<file path="config.mk">
export PLATFORM = sky130hd
export DESIGN_NAME = vga_sync_timing
export DESIGN_NICKNAME = d
export VERILOG_FILES = /design/src/rtl/vga_sync_timing.sv
export SDC_FILE = /design/constraint.sdc
export NUM_CORES = 1
export LEC_CHECK = 0
export ABC_AREA = 0
export CAP_MARGIN = 20
export CORE_UTILIZATION = 57
export DETAILED_ROUTE_END_ITERATION = 6
export PLACE_DENSITY = 0.84
export SKIP_CTS_REPAIR_TIMING = 1
export SLEW_MARGIN = 20
export SYNTH_ARGS = -nofsm -noshare
export SYNTH_HDL_FRONTEND = slang
export SYNTH_SLANG_ARGS = --single-unit
</file>
<file path="constraint.sdc">
create_clock -name i_clk -period 3.81 [get_ports i_clk]
set_input_delay 1.143 -clock i_clk [delete_from_list [all_inputs] [get_ports i_clk]]
set_output_delay 1.143 -clock i_clk [all_outputs]
set_load 0.02 [all_outputs]
</file>
<file path="src/rtl/vga_sync_timing.sv">
// Raster timing generator: pixel/line counters, sync, display enable and start strobes.
// Each output is registered from the next raster position, so they all describe the same pixel.
module vga_sync_timing #(
  parameter int H_ACTIVE = 640,
  parameter int H_FP     = 16,
  parameter int H_SYNC   = 96,
  parameter int H_BP     = 48,
  parameter int V_ACTIVE = 480,
  parameter int V_FP     = 10,
  parameter int V_SYNC   = 2,
  parameter int V_BP     = 33,
  parameter int HS_POL   = 0,
  parameter int VS_POL   = 0,
  parameter int COORD_W  = 11
) (
  input  logic               i_clk,
  input  logic               i_rst_l,
  input  logic               i_pix_ce_h,
  output logic [COORD_W-1:0] o_x,
  output logic [COORD_W-1:0] o_y,
  output logic               o_de_h,
  output logic               o_hs_h,
  output logic               o_vs_h,
  output logic               o_hsync,
  output logic               o_vsync,
  output logic               o_line_start_h,
  output logic               o_frame_start_h
);

  localparam int H_TOTAL = H_ACTIVE + H_FP + H_SYNC + H_BP;
  localparam int V_TOTAL = V_ACTIVE + V_FP + V_SYNC + V_BP;

  localparam logic [COORD_W-1:0] X_LAST   = COORD_W'(H_TOTAL - 1);
  localparam logic [COORD_W-1:0] Y_LAST   = COORD_W'(V_TOTAL - 1);
  localparam logic [COORD_W-1:0] X_ACT    = COORD_W'(H_ACTIVE);
  localparam logic [COORD_W-1:0] Y_ACT    = COORD_W'(V_ACTIVE);
  localparam logic [COORD_W-1:0] HS_START = COORD_W'(H_ACTIVE + H_FP);
  localparam logic [COORD_W-1:0] HS_END   = COORD_W'(H_ACTIVE + H_FP + H_SYNC);
  localparam logic [COORD_W-1:0] VS_START = COORD_W'(V_ACTIVE + V_FP);
  localparam logic [COORD_W-1:0] VS_END   = COORD_W'(V_ACTIVE + V_FP + V_SYNC);
  localparam logic [COORD_W-1:0] ONE      = COORD_W'(1);

  // Pin level while sync is asserted; the idle level is its complement.
  localparam logic HS_ACT = (HS_POL != 0);
  localparam logic VS_ACT = (VS_POL != 0);

  logic               x_wrap;
  logic [COORD_W-1:0] x_nxt;
  logic [COORD_W-1:0] y_nxt;
  logic               de_nxt;
  logic               hs_nxt;
  logic               vs_nxt;
  logic               line_nxt;
  logic               frame_nxt;

  always_comb begin
    x_wrap    = (o_x == X_LAST);
    x_nxt     = x_wrap ? '0 : (o_x + ONE);
    y_nxt     = o_y;
    if (x_wrap) begin
      y_nxt = (o_y == Y_LAST) ? '0 : (o_y + ONE);
    end
    de_nxt    = (x_nxt < X_ACT) && (y_nxt < Y_ACT);
    hs_nxt    = (x_nxt >= HS_START) && (x_nxt < HS_END);
    vs_nxt    = (y_nxt >= VS_START) && (y_nxt < VS_END);
    line_nxt  = (x_nxt == '0);
    frame_nxt = (x_nxt == '0) && (y_nxt == '0);
  end

  // Levels advance only on a pixel step; strobes drop on any edge so they stay one clock wide.
  always_ff @(posedge i_clk or negedge i_rst_l) begin
    if (!i_rst_l) begin
      o_x             <= X_LAST;
      o_y             <= Y_LAST;
      o_de_h          <= 1'b0;
      o_hs_h          <= 1'b0;
      o_vs_h          <= 1'b0;
      o_hsync         <= ~HS_ACT;
      o_vsync         <= ~VS_ACT;
      o_line_start_h  <= 1'b0;
      o_frame_start_h <= 1'b0;
    end else if (i_pix_ce_h) begin
      o_x             <= x_nxt;
      o_y             <= y_nxt;
      o_de_h          <= de_nxt;
      o_hs_h          <= hs_nxt;
      o_vs_h          <= vs_nxt;
      o_hsync         <= hs_nxt ~^ HS_ACT;
      o_vsync         <= vs_nxt ~^ VS_ACT;
      o_line_start_h  <= line_nxt;
      o_frame_start_h <= frame_nxt;
    end else begin
      o_line_start_h  <= 1'b0;
      o_frame_start_h <= 1'b0;
    end
  end

endmodule

</file>
==> run metrics <==
EDFF count, synth=0; R2R depth=8; Max Clk Rate=between 300 and 400 MHz; Initial DRC Count=97; drt drc=0; GRT Util Overall=29.1%; most frequent cells after synthesis=27 x nand2_1, 20 x o21ai_0, 19 x clkbuf_1; pre-CTS setup slack=~1100 ps; Non-Filler Instances=309; total grt overflow=0; CTS tree=yes; CTS sink count=29; Max Slew Vio Count=0; metal2 WL=2070 µm; area of the mapped netlist=1970 µm²; H-tree levels=2; Min-Delay Endpoint=o_hsync; IR drop worst, VDD=0.323 mV; Reg2Reg Setup Slack=approximately 1100 ps; final instance area=~2300 µm²; Area contributors post-synth=dfrtp_1 22%, dfstp_2 16%, xnor2_1 5.8%, nand2_1 5.1%, o21ai_0 5.1%; Final Hold Viols=0; Yosys Warn Count=0; RSZ-0062 raised after global routing=false; Total Wirelength=~4700 µm; Clock Latency Late Sink=about 340 ps; Placed Instance Area=between 2000 and 2500 µm²; die area=approximately 3700 µm²; Tmin final=roughly 2900 ps; initial antenna violation count=0; clock buffer depth=2; hold depth=1; gate count after technology mapping=243; P&R area growth vs syn=18.6%; top_reg_cell synth=dfrtp_1; worst r2r dst=o_vsync; Clock Root Buffer=clkbuf_4; standard-cell row count=20; core area=between 3000 and 4000 µm²; Die Y-Extent=slightly above 60 µm; Vias/cell=6.17; #FFs+latches synth=29; total number of vias=approximately 1,900; crit path cell chain=clkdlybuf4s50_1; Setup crit start kind=flip-flop; final setup TNS=0 ps; origin of the critical flop-to-flop path=o_x[0]; WL/cell=about 15 µm; Hold Startpoint=o_hsync; placed cell count=about 300; Power Density=about 380 nW/µm²; post-route ant nets=0; Netlist cell types=43; top layer in use=met4; FFs w/ async S/R, synth=100%; Critical-path top delay cell=dfstp_2; Rel. slew slack=68.2%; Tcrit/Tclk final=around 76%; global-route wire length before repair=approximately 8000 µm; routability cong.=0.908; largest net degree at the start of global routing=30; CP delay by family, top=flip-flops; Inserted Diodes=0; Post-Syn Nets=249; DRT Pass-1 Iters=4; clock transition at the registers of the reported paths=about 90 ps; Horiz. Die Dim=just over 60 µm; Metal-1 WL=2140 µm; Yosys top cell by area=dfrtp_1; worst stage delay on the critical path=just over 700 ps; Port Buffers=31; Max FO, Critical Path=17; Synth Area per Inst=8.10 µm²; Worst Path Required=2670 ps; post-synth top area share=between 20% and 30%; Crit Path Category=flip-flop to output port; endpoints failing setup=0; most frequent cell after synthesis=nand2_1; Pleak=0.833 nW; layout cells sized above 1=about a tenth; Worst Max-Slew Pin Slew=approximately 470 ps; WP buf/inv=1; # IOs=32; CTS Buf Count=5; post-DP HPWL=around 3400 µm; crit end category=output port; Seq/Total Area, Yosys=a little under two fifths; number of global-route vias before repair=1,668; Clock Skew=approximately 14 ps; PnR worst setup slack=925 ps; max cap viols=0; wire length on met3=~380 µm; Initial Utilization=62.5%; CP arrival=roughly 1700 ps; Worst Hold Class=flip-flop to flip-flop; nets@finish=270; outcome=finished clean; Hold Slack=528 ps
[final cells by class]
class,count,area [µm²]
fillers,260,818
repair buffers,36,348
multi-input cells,184,1110
inverters,8,30.0
well taps,44,55.1
clock buffers,8,48.8
flip-flops and latches,29,741
[routing by layer]
metal	global-route usage, %	up-vias
met1	41.3	888
met2	41.6	92
li1	-	919
met3	7.68	7
met4	13.0	0
met5	0	-
[state kept, by name (all words and copies together), names as in the netlist]
signal,flops
o_hs_h,1
o_vsync,1
o_frame_start_h,1
o_hsync,1
o_vs_h,1
o_de_h,1
o_line_start_h,1
o_y,11
o_x,11
[report_power, final]
part	internal [mW]	switching, mW	total, mW
Combinational	0.134	0.145	0.279
Sequential	0.362	0.0725	0.434
Clock	0.0733	0.103	0.176
Total	0.569	0.320	0.889
[logic make-up (layout without fill, tap and decap cells)]
group	count (synthesis)	after routing	synth area share, %
adder cells (fa/ha/maj)	3	3	1.91
XOR/XNOR	16	16	7.12
flip-flops	29	29	37.6
AND/OR/NAND/NOR	106	106	28.2
multiplexers	4	4	2.16
buffers and inverters	30	52	5.91
AO/OA/AOI/OAI	55	55	17.1
[metrics by stage]
stage	util, %	power [mW]
finish	74.0	0.889
global route	74.0	0.939
CTS	74.0	0.891
detailed placement	72.5	0.716
global placement	72.5	0.710
floorplan	-	0.604
[placed cells by master (no fill, tap or decap), drive strengths merged, types with 4 or more instances in the layout]
cell and instances:
clkdlybuf4s50 31, nand2 27, o21ai 21, nand3 17, nor2 17, dfrtp 17
xnor2 13, nand4 12, dfstp 12, a21oi 11, inv 8, clkbuf 8
nor3 7, o31ai 6, buf 5, and3 4, a211oi 4
[worst max-delay path by stage]
stage | cells past startpoint | startpoint | to
6_report | 1 | o_y[2] | o_y[2]
5_1_grt | 8 | o_x[0] | o_vsync
4_1_cts | 1 | o_y[2] | o_y[2]
3_5_place_dp | 5 | i_pix_ce_h | o_vsync
3_3_place_gp | 5 | i_pix_ce_h | o_vsync
2_1_floorplan | 8 | o_x[3] | o_vsync
Power figures use the tool's default switching activity.
